[src/rtl/fnd_msg_scroller_if.sv]
// rtl/fnd_msg_scroller_if.sv - mode inputs and FND/frame outputs of the message scroller
interface fnd_msg_scroller_if #(
    parameter int NUM_DIGITS = 3
);
    logic                    morning_signal;
    logic                    after_signal;
    logic [7*NUM_DIGITS-1:0] fnd;
    logic                    frame_done;

    modport master (
        output morning_signal,
        output after_signal,
        input  fnd,
        input  frame_done
    );

    modport slave (
        input  morning_signal,
        input  after_signal,
        output fnd,
        output frame_done
    );
endinterface

[src/rtl/fnd_msg_scroller.sv]
// rtl/fnd_msg_scroller.sv - scrolling "A-P"/"P-A" FND message engine; FND_BLINK_EN blinks the held message
module fnd_msg_scroller #(
    parameter int NUM_DIGITS = 3,
    parameter int SCROLL_DIV = 25_000_000,
    parameter int HOLD_STEPS = 4
) (
    input  logic                clk,
    input  logic                rst,
    fnd_msg_scroller_if.slave   bus
);
    localparam int L  = 3 + NUM_DIGITS;
    localparam int OW = $clog2(L);
    localparam int PW = $clog2(SCROLL_DIV);
    localparam int HW = $clog2(HOLD_STEPS + 1);

    localparam logic [6:0] GLYPH_A     = 7'b000_1000;
    localparam logic [6:0] GLYPH_P     = 7'b000_1100;
    localparam logic [6:0] GLYPH_DASH  = 7'b011_1111;
    localparam logic [6:0] GLYPH_BLANK = 7'h7f;

    typedef enum logic [1:0] {MODE_NONE, MODE_MORN, MODE_AFT} mode_e;
    typedef enum logic [1:0] {S_IDLE, S_HOLD, S_SCROLL} state_e;

    mode_e                   mode_q, mode_d, mode_dec;
    state_e                  state_q, state_d;
    logic [OW-1:0]           offset_q, offset_d;
    logic [HW-1:0]           h_q, h_d;
    logic [PW-1:0]           presc_q, presc_d;
    logic                    wrap_q, wrap_d;
    logic                    frame_done_q;
    logic [7*NUM_DIGITS-1:0] fnd_q, fnd_d;
    logic                    tick;

    function automatic logic [6:0] glyph(input mode_e m, input int j);
        logic [6:0] g;
        g = GLYPH_BLANK;
        if (j == 1) begin
            g = GLYPH_DASH;
        end else if (j == 0) begin
            g = (m == MODE_MORN) ? GLYPH_A : GLYPH_P;
        end else if (j == 2) begin
            g = (m == MODE_MORN) ? GLYPH_P : GLYPH_A;
        end
        return g;
    endfunction

    always_comb begin
        mode_dec = MODE_NONE;
        if (bus.morning_signal) begin
            mode_dec = MODE_MORN;
        end else if (bus.after_signal) begin
            mode_dec = MODE_AFT;
        end
    end

    assign tick = (state_q != S_IDLE) && (presc_q == PW'(SCROLL_DIV - 1));

    always_comb begin
        mode_d   = mode_dec;
        state_d  = state_q;
        offset_d = offset_q;
        h_d      = h_q;
        presc_d  = presc_q;
        wrap_d   = 1'b0;
        // A mode change restarts the message and suppresses any tick in the same cycle
        if (mode_dec != mode_q) begin
            offset_d = '0;
            h_d      = '0;
            presc_d  = '0;
            state_d  = (mode_dec == MODE_NONE) ? S_IDLE : S_HOLD;
        end else begin
            case (state_q)
                S_HOLD: begin
                    presc_d = tick ? '0 : presc_q + PW'(1);
                    if (tick) begin
                        if (h_q == HW'(HOLD_STEPS - 1)) begin
                            state_d  = S_SCROLL;
                            offset_d = OW'(1);
                            h_d      = '0;
                        end else begin
                            h_d = h_q + HW'(1);
                        end
                    end
                end
                S_SCROLL: begin
                    presc_d = tick ? '0 : presc_q + PW'(1);
                    if (tick) begin
                        if (offset_q == OW'(L - 1)) begin
                            state_d  = S_HOLD;
                            offset_d = '0;
                            wrap_d   = 1'b1;
                        end else begin
                            offset_d = offset_q + OW'(1);
                        end
                    end
                end
                default: begin
                    presc_d = '0;
                end
            endcase
        end
    end

    always_comb begin
        fnd_d = '1;
        if (state_q != S_IDLE) begin
            for (int i = 0; i < NUM_DIGITS; i++) begin
                fnd_d[7*i +: 7] = glyph(mode_q, (int'(offset_q) + i) % L);
            end
        end
`ifdef FND_BLINK_EN
        if (state_q == S_HOLD && h_q[0]) begin
            fnd_d = '1;
        end
`endif
    end

    always_ff @(posedge clk) begin
        if (rst) begin
            mode_q       <= MODE_NONE;
            state_q      <= S_IDLE;
            offset_q     <= '0;
            h_q          <= '0;
            presc_q      <= '0;
            wrap_q       <= 1'b0;
            frame_done_q <= 1'b0;
            fnd_q        <= '1;
        end else begin
            mode_q       <= mode_d;
            state_q      <= state_d;
            offset_q     <= offset_d;
            h_q          <= h_d;
            presc_q      <= presc_d;
            wrap_q       <= wrap_d;
            frame_done_q <= wrap_q;
            fnd_q        <= fnd_d;
        end
    end

    assign bus.fnd        = fnd_q;
    assign bus.frame_done = frame_done_q;
endmodule
[src/flat_wrapper.sv]
// flat-port wrapper written by rule: the top's interface ports become plain ports
module fnd_msg_scroller_flat 
#(
    parameter int NUM_DIGITS = 3,
    parameter int SCROLL_DIV = 25_000_000,
    parameter int HOLD_STEPS = 4
)
  (clk, rst, bus_morning_signal, bus_after_signal, bus_fnd, bus_frame_done);
  fnd_msg_scroller_if #(.NUM_DIGITS(NUM_DIGITS)) bus_i ();
  input  logic clk;
  input  logic rst;
  input wire logic [$bits(bus_i.morning_signal)-1:0] bus_morning_signal;
  input wire logic [$bits(bus_i.after_signal)-1:0] bus_after_signal;
  output wire logic [$bits(bus_i.fnd)-1:0] bus_fnd;
  output wire logic [$bits(bus_i.frame_done)-1:0] bus_frame_done;
  assign bus_i.morning_signal = bus_morning_signal;
  assign bus_i.after_signal = bus_after_signal;
  assign bus_fnd = bus_i.fnd;
  assign bus_frame_done = bus_i.frame_done;
  fnd_msg_scroller #(.NUM_DIGITS(NUM_DIGITS), .SCROLL_DIV(SCROLL_DIV), .HOLD_STEPS(HOLD_STEPS)) u_core (.clk(clk), .rst(rst), .bus(bus_i));
endmodule
[config.mk]
export PLATFORM = sky130hd
export DESIGN_NAME = fnd_msg_scroller_flat
export DESIGN_NICKNAME = d
export VERILOG_FILES = /design/src/rtl/fnd_msg_scroller_if.sv /design/src/rtl/fnd_msg_scroller.sv /design/src/flat_wrapper.sv
export SDC_FILE = /design/constraint.sdc
export NUM_CORES = 1
export LEC_CHECK = 0
export CORE_MARGIN = 10
export CORE_UTILIZATION = 50
export DETAILED_ROUTE_END_ITERATION = 7
export PLACE_DENSITY = 0.75
export SETUP_SLACK_MARGIN = 0.05
export SKIP_LAST_GASP = 1
export SLEW_MARGIN = 20
export SYNTH_ARGS = -nofsm -noshare
export SYNTH_HDL_FRONTEND = slang
export SYNTH_SLANG_ARGS = --single-unit
[constraint.sdc]
create_clock -name clk -period 2.3 [get_ports clk]
set_clock_uncertainty 0.15 [all_clocks]
set_input_delay 0.23 -clock clk [delete_from_list [all_inputs] [get_ports clk]]
set_output_delay 0.23 -clock clk [all_outputs]
set_load 0.02 [all_outputs]
==> results.md, run 1 <==
* Worst Hold Class: reg2reg
* Min cycle time layout at 2.17 ns
* Fin. Hold Viols at 0
* Overall global routing resource usage at 0.119
* IO Pins at 26
* Period Utilization, post-route at 0.943
* Clock Pin Slew Worst Setup and Hold Paths at 0.08 ns
* # diodes at 0
* Vias per inst at 5.31
* Area contributors post-synth: dfxtp_1 39%, ha_1 9.0%, xnor2_1 5.5%
* Routed WL per cell at 13.4 µm
* CTS Root Cell: clkbuf_8
* Status: finished clean
* Largest net degree at the start of global routing at 26
* Post-synth top cells: 46 x dfxtp_1, 34 x nor2_1, 18 x nand2_1
* Family with the most delay on the worst path: compound AO/OA/AOI/OAI gates
* Core area at 4470 µm²
* CP Max Fanout at 6
* Hold slack at 0.292 ns
* CTS tree: done
* Non-Filler Instances at 350
* Max-cap violations at 0
* Bufs on Longest Clock Path at 2
* CTS Hold Bufs at 0
* Kind of critical path: reg2reg
* Critical Path End Type: flop
* Vias in the first global route at 1,754
* Buf/Inv on CP at 1
* Initial Util at 0.529
* Cell total after placement at 334
* Distinct cell type count after synthesis at 46
* Power per cell area at 547 nW/µm²
* CP Depth at 7
* Yosys warnings at 0
* 1st-pass router iterations at 5
* Mapped Cells at 264
* Largest stage delay on the critical path at 0.38 ns
* Die ar. at 7890 µm²
* Sequential share of the synthesized area at 0.389
* Post-synth EDFFs at 0
* Most common cell in the netlist: dfxtp_1
* Iteration-0 DRC Markers at 123
* Clock Latency Late Sink at 0.29 ns
* Ys flop type: dfxtp_1
* Num Clock Sinks at 46
* Gpl congestion at 0.800
* VDD IR max at 0.361 mV
* Nets at 319
* Data required time of the worst path at 2.35 ns
* Post-route ant nets at 0
* Worst-path cell chain: buf_4 > ha_1 > o21ai_1 > o21ai_0 > a211o_1 > or3_1 > nand2b_1
* RSZ-0062 raised after global routing: no
* CTS Buf Count at 5
* Die H at 88.8 µm
* Area delta synth->final at 24.0%
* Chip width at 88.8 µm
* Yosys top cell area share at 0.389
* Synth Cell Area at 2370 µm²
* Layout cells sized above 1 at 0.208
* HPWL Detailed at 3210 µm
* Drt total wl at 4680 µm
* H-Tree Depth at 2
* Crit-path slowest cell: dfxtp_4
* Yosys top cell by area: dfxtp_1
* Congestion Overflow GR at 0
* #FFs+latches synth at 46
* Slew Viols, Final at 0
* Routed vias at 1,860
* WHS Path Cells at 2
* Syn_area_per_cell at 8.97 µm²
* Pleak at 1.10 nW
* Initial antenna violation count at 0
* First-pass GRT wire length at 7590 µm
* Rows at 24
* Final setup fails at 0
* Critical path launch point type: flop
* Post-synth ARST share at 0
* Fin Setup TNS at 0 ns
* WP data arrival at 2.21 ns
* Port buffer count at 22
* Fill cells at 354
* FMAX at 461 MHz
* Drc violations at 0
* R2R depth at 7
## worst register-to-register path, stage by stage (launching register included)
cell and delay [ns]:
dfxtp_4 0.38, buf_4 0.15, ha_1 0.25, o21ai_1 0.19, o21ai_0 0.14, a211o_1 0.32, or3_1 0.36, nand2b_1 0.14
## power by group
part / total [W] / internal (W) / switching (W) / leakage (nW)
registers: 0.000818 / 0.000809 / 0.00000935 / 0.376
logic: 0.000187 / 0.0000880 / 0.0000987 / 0.671
clock network: 0.000604 / 0.000348 / 0.000256 / 0.0573
## area by class of cell
type	instances	area (µm²)	share of cell area
repair buffers	42	387	0.132
multi-input cells	190	1390	0.473
inverters	13	48.8	0.0166
clock inverters	1	30.0	0.0102
flip-flops and latches	46	935	0.318
clock buffers	6	82.6	0.0281
well taps	52	65.1	0.0221
## metrics by stage
| stage | util | setup WS [ns] | area, µm² | power (W) |
|---|---|---|---|---|
| 2_1_floorplan | - | 0.122 | 2380 | 0.000951 |
| 3_3_place_gp | 0.591 | 0.0635 | 2640 | 0.00100 |
| 3_5_place_dp | 0.591 | -0.0581 | 2640 | 0.00101 |
| 4_1_cts | 0.621 | 0.0360 | 2780 | 0.00161 |
| 5_1_grt | 0.657 | 0.00465 | 2940 | 0.00167 |
| 6_report | 0.657 | 0.130 | 2940 | 0.00161 |
## kinds of logic after synthesis
logic type,after synthesis,synth area share
xor+xnor,29,0.107
buf+inv,30,0.0681
simple gates,114,0.263
other cells,1,0.00158
mux,3,0.0127
fa+ha+maj,17,0.0898
flops,46,0.389
compound gates,24,0.0687
## routing by layer
metal / track usage / part of all wire
met5: 0 / 0
met4: 0.0455 / 0.021
met3: 0.0349 / 0.069
met2: 0.212 / 0.49
met1: 0.130 / 0.42
## worst paths after layout
check                                  start                             to  slack [ns]
min               u_core.h_q[2]$_SDFFE_PP0P_     u_core.h_q[2]$_SDFFE_PP0P_        0.29
max reg2reg  u_core.offset_q[1]$_SDFFE_PP0P_  u_core.bus.fnd[16]$_SDFF_PP1_        0.13
max          u_core.offset_q[1]$_SDFFE_PP0P_  u_core.bus.fnd[16]$_SDFF_PP1_        0.13
min reg2reg       u_core.h_q[2]$_SDFFE_PP0P_     u_core.h_q[2]$_SDFFE_PP0P_        0.29
## sequential cells by signal, summed over array words and instances, names as in the netlist
register               count
u_core.state_q             2
u_core.mode_q              2
u_core.h_q                 3
u_core.presc_q            25
u_core.wrap_q              1
u_core.bus.frame_done      1
u_core.bus.fnd             9
u_core.offset_q            3
## cells in the final DEF, fill, tap and decap left out, drive strengths merged, types with 3 or more instances in the layout
cell type,Yosys,final
a211o,3,3
a21oi,9,9
and3,6,6
and4,4,4
buf,15,20
clkbuf,2,6
clkdlybuf4s50,0,22
conb,1,3
dfxtp,46,46
ha,17,17
inv,13,13
mux2i,3,3
nand2,19,19
nand2b,3,3
nand3,15,15
nand4,3,3
nor2,34,34
nor3,10,10
nor4b,4,4
o21ai,4,4
or3,4,4
xnor2,15,15
xor2,14,14
## timing repair
item,4_1_cts,5_1_grt
setup buffers,2,7
gates cloned,0,0
pin swaps,0,8
setup endpoints to repair,5,7
hold endpoints to repair,0,0
resized for setup,2,30
Power figures use the tool's default switching activity.
==> inputs of run 2 (changes only) <==
--- a/config.mk
+++ b/config.mk
@@ -8,6 +8,7 @@
 export CORE_MARGIN = 10
 export CORE_UTILIZATION = 50
 export DETAILED_ROUTE_END_ITERATION = 7
+export GPL_TIMING_DRIVEN = 1
 export PLACE_DENSITY = 0.75
 export SETUP_SLACK_MARGIN = 0.05
 export SKIP_LAST_GASP = 1
==> constraint.sdc (replaced) <==
create_clock -name clk -period 2.3 [get_ports clk]
set_clock_uncertainty 0.15 [all_clocks]
set_input_delay 0.345 -clock clk [delete_from_list [all_inputs] [get_ports clk]]
set_output_delay 0.345 -clock clk [all_outputs]
set_load 0.02 [all_outputs]
==> results.md, run 2 (synthesis gave the netlist of run 1 again) <==
* Status: finished clean
* Power per cell area at 525 nW/µm²
* Fin. Hold Viols at 0
* CP Max Fanout at 8
* Overall global routing resource usage at 0.116
* Congestion Overflow GR at 0
* Routed WL per cell at 13.5 µm
* Largest Register: u_core.presc_q
* WP data arrival at 2.24 ns
* Pleak at 1.08 nW
* Num Clock Sinks at 46
* Critical Path End Type: flop
* Largest net degree at the start of global routing at 26
* Area delta synth->final at 20.8%
* Final setup fails at 0
* VDD IR max at 0.295 mV
* IO Pins at 26
* WL met1 at 2110 µm
* Commonest cells after routing, fill and taps aside: 41 x dfxtp_1, 33 x nor2_1, 22 x clkdlybuf4s50_1
* FMAX at 459 MHz
* Core area at 4470 µm²
* Hold slack at 0.292 ns
* Rows at 24
* Vias in the first global route at 1,702
* Gpl congestion at 0.802
* Nets at 318
* Layout cells sized above 1 at 0.178
* 1st-pass router iterations at 5
* Initial antenna violation count at 0
* Min cycle time layout at 2.18 ns
* Port buffer count at 22
* DR WL met3 at 334 µm
* CTS tree: done
* Data required time of the worst path at 2.36 ns
* FF-to-FF Start: u_core.state_q[0]$_SDFFE_PP0P_
* Iteration-0 DRC Markers at 109
* Drt total wl at 4720 µm
* RSZ-0062 raised after global routing: yes
* Post-route ant nets at 0
* Fill cells at 372
* Clock Latency Late Sink at 0.30 ns
* Max FFs per register at 25
* Metal2 WL at 2210 µm
* Bufs on Longest Clock Path at 2
* Routed vias at 1,797
* Crit path from: u_core.state_q[0]$_SDFFE_PP0P_
* CTS Root Cell: clkbuf_8
* PnR Total Power at 0.00150 W
* Die H at 88.8 µm
* Max-cap violations at 0
* First-pass GRT wire length at 7370 µm
* Period Utilization, post-route at 0.948
* Critical path launch point type: flop
* Die ar. at 7890 µm²
* Fin Setup TNS at 0 ns
* Kind of critical path: reg2reg
* Vias per inst at 5.13
* Chip width at 88.8 µm
* Highest metal used: met4
* Non-Filler Instances at 350
* Drc violations at 0
* Worst hold start: u_core.wrap_q$_SDFF_PP0_
* HPWL Detailed at 3260 µm
* Most common cell after layout, fill and taps aside: dfxtp_1
* CTS Buf Count at 5
* Initial Util at 0.529
* Slew Viols, Final at 0
* Cell total after placement at 337
* Clock Pin Slew Worst Setup and Hold Paths at 0.08 ns
* Worst Hold Class: reg2reg
* # diodes at 0
* H-Tree Depth at 2
[run 2: cell types whose count changed in the layout (fill, tap and decap cells not counted), moves of 2 or more]
cell / change
inv_2: -3
inv_1: +3
dfxtp_2: +2
dfxtp_4: -2
buf_4: -2
[run 2: per-stage QoR]
stage          setup slack, ns  utilization  area, µm²
3_5_place_dp           0.00233        0.596       2670
3_3_place_gp           0.00510        0.596       2670
5_1_grt              -0.000373        0.640       2860
6_report                 0.121        0.640       2860
2_1_floorplan            0.122            -       2380
4_1_cts                 0.0595        0.620       2770
[run 2: critical path, cell delays in order (launching register included)]
cell,delay (ns)
dfxtp_2,0.36
inv_1,0.07
ha_2,0.21
nor3_2,0.15
nand3_2,0.13
nor4_4,0.28
buf_6,0.16
o21bai_1,0.10
a21oi_2,0.24
mux2i_1,0.24
[run 2: what timing repair did]
item / CTS / global route
gates resized for setup: 3 / 16
endpoints found under the setup margin: 3 / 7
hold endpoints to repair: 0 / 0
pin swaps: 0 / 8
cloned: 0 / 0
hold buffers: 0 / 0
buffers inserted: 0 / 5
[run 2: path summary, 6_finish.rpt]
| kind | slack (ns) | depth (start not counted) | endpoint |
|---|---|---|---|
| min | 0.29 | 1 | u_core.bus.frame_done$_SDFF_PP0_ |
| max reg2reg | 0.12 | 9 | u_core.offset_q[0]$_SDFFE_PP0P_ |
| min reg2reg | 0.29 | 1 | u_core.bus.frame_done$_SDFF_PP0_ |
| max | 0.12 | 9 | u_core.offset_q[0]$_SDFFE_PP0P_ |
[run 2: where the power goes]
part / internal (W) / switching [W]
sequential: 0.000811 / 0.00000979
clock: 0.000241 / 0.000259
combinational: 0.0000836 / 0.0000981
[run 2: layer usage]
| metal | global-route usage | up-vias |
|---|---|---|
| met1 | 0.134 | 809 |
| li1 | - | 944 |
| met3 | 0.0322 | 5 |
| met4 | 0.0514 | 0 |
| met2 | 0.193 | 39 |
| met5 | 0 | - |
[run 2: area by class of cell]
type,count,area (µm²),area share
multi-input combinational,190,1340,0.468
clock inverter,2,12.5,0.00437
sequential,46,930,0.325
tap,52,65.1,0.0227
inverter,13,48.8,0.0171
clock buffer,6,82.6,0.0289
timing repair buffer,41,383,0.134
==> inputs of run 3 (changes only) <==
--- a/config.mk
+++ b/config.mk
@@ -6,13 +6,14 @@
 export NUM_CORES = 1
 export LEC_CHECK = 0
 export CORE_MARGIN = 10
-export CORE_UTILIZATION = 50
+export CORE_UTILIZATION = 45
 export DETAILED_ROUTE_END_ITERATION = 7
 export GPL_TIMING_DRIVEN = 1
-export PLACE_DENSITY = 0.75
+export PLACE_DENSITY = 0.69
 export SETUP_SLACK_MARGIN = 0.05
 export SKIP_LAST_GASP = 1
 export SLEW_MARGIN = 20
 export SYNTH_ARGS = -nofsm -noshare
 export SYNTH_HDL_FRONTEND = slang
 export SYNTH_SLANG_ARGS = --single-unit
+export TNS_END_PERCENT = 30
==> results.md, run 3 (synthesis gave the netlist of run 1 again) <==
* Vias in the first global route at 1,661
* Routed vias at 1,781
* Rows at 26
* Worst Hold Class: reg2reg
* Fin Setup TNS at 0 ns
* VDD IR max at 0.225 mV
* Chip width at 92.6 µm
* Post-route ant nets at 0
* Most common cell after layout, fill and taps aside: dfxtp_1
* Largest net degree at the start of global routing at 26
* Port buffer count at 22
* Clock Latency Late Sink at 0.30 ns
* Data required time of the worst path at 2.34 ns
* Nets at 315
* Bufs on Longest Clock Path at 2
* Status: finished clean
* Area delta synth->final at 21.2%
* Fill cells at 477
* HPWL Detailed at 3170 µm
* Num Clock Sinks at 46
* WP data arrival at 2.19 ns
* Vias per inst at 4.88
* Drt total wl at 4360 µm
* First-pass GRT wire length at 7390 µm
* CP Max Fanout at 7
* Core area at 5110 µm²
* IO Pins at 26
* Fin. Hold Viols at 0
* Kind of critical path: reg2reg
* Non-Filler Instances at 365
* Post-DP Area at 2680 µm²
* Min cycle time layout at 2.15 ns
* Die H at 92.6 µm
* Critical Path End Type: flop
* Period Utilization, post-route at 0.936
* CTS Root Cell: clkbuf_8
* FMAX at 464 MHz
* Initial antenna violation count at 0
* CTS Buf Count at 5
* Clock Pin Slew Worst Setup and Hold Paths at 0.08 ns
* Pleak at 1.07 nW
* Grt met2 use at 0.158
* Routed WL per cell at 11.9 µm
* Finished Cell Area at 2870 µm²
* Drc violations at 0
* Layout cells sized above 1 at 0.169
* GR Layer Usage met1 at 0.129
* Max FFs per register at 25
* Iteration-0 DRC Markers at 89
* Critical path launch point type: flop
* Commonest cells after routing, fill and taps aside: 42 x dfxtp_1, 33 x nor2_1, 22 x clkdlybuf4s50_1
* Congestion Overflow GR at 0
* H-Tree Depth at 2
* Overall global routing resource usage at 0.102
* RSZ-0062 raised after global routing: yes
* CTS Hold Bufs at 0
* Final setup fails at 0
* GR Util met3 at 0.0299
* Largest Register: u_core.presc_q
* Cell total after placement at 354
* Initial Util at 0.464
* Global routing's busiest layer: met2
* Die ar. at 8570 µm²
* 1st-pass router iterations at 4
* Power per cell area at 523 nW/µm²
* # diodes at 0
* Slew Viols, Final at 0
* PnR Total Power at 0.00150 W
* CTS tree: done
* Max-cap violations at 0
* Hold slack at 0.293 ns
* Gpl congestion at 0.765
## run 3: cell type report
cell class              instances  area (µm²)  area share
multi-input cells             190        1350       0.469
flip-flops and latches         46         926       0.323
repair buffers                 38         364       0.127
well taps                      70        87.6      0.0305
clock buffers                   6        82.6      0.0288
inverters                      13        52.6      0.0183
clock inverters                 2        12.5     0.00436
## run 3: power breakdown
group,switching (W),total (W),internal [W]
registers,0.00000880,0.000820,0.000812
clock network,0.000269,0.000510,0.000242
logic,0.0000931,0.000171,0.0000778
total,0.000370,0.00150,0.00113
## run 3: path summary, 6_finish.rpt
kind                                                 startpoint                               end  slack (ns)  depth (start not counted)
worst min-delay path                   u_core.wrap_q$_SDFF_PP0_  u_core.bus.frame_done$_SDFF_PP0_        0.29                          1
worst min register to register         u_core.wrap_q$_SDFF_PP0_  u_core.bus.frame_done$_SDFF_PP0_        0.29                          1
worst max-delay path            u_core.offset_q[1]$_SDFFE_PP0P_     u_core.bus.fnd[13]$_SDFF_PP1_        0.15                          9
worst max register to register  u_core.offset_q[1]$_SDFFE_PP0P_     u_core.bus.fnd[13]$_SDFF_PP1_        0.15                          9
## run 3: per-stage QoR
step	setup slack, ns	utilization
after CTS	0.0517	0.545
after detailed placement	-0.0348	0.525
after floorplan	0.122	-
after global routing	0.00789	0.562
final	0.146	0.562
after global placement	0.0121	0.525
## run 3: timing repair
item / CTS / global route
endpoints found under the setup margin: 2 / 6
pin swaps: 0 / 5
setup buffers: 0 / 3
gates resized for setup: 1 / 16
## run 3: worst max-delay path, cell delays in order, from the launching register on
cell and delay, ns:
dfxtp_2 0.35, buf_6 0.13, clkinvlp_4 0.15, ha_4 0.25
ha_1 0.22, nor3_2 0.18, a31oi_1 0.06, o32a_1 0.31
nor2_2 0.15, o21ai_0 0.09
## run 3: layer usage
metal | share of wire | routed length (µm) | vias up
li1 | - | - | 936
met1 | 0.49 | 2160 | 810
met2 | 0.44 | 1900 | 29
met3 | 0.050 | 218 | 6
met4 | 0.018 | 80 | 0
met5 | 0 | 0 | -
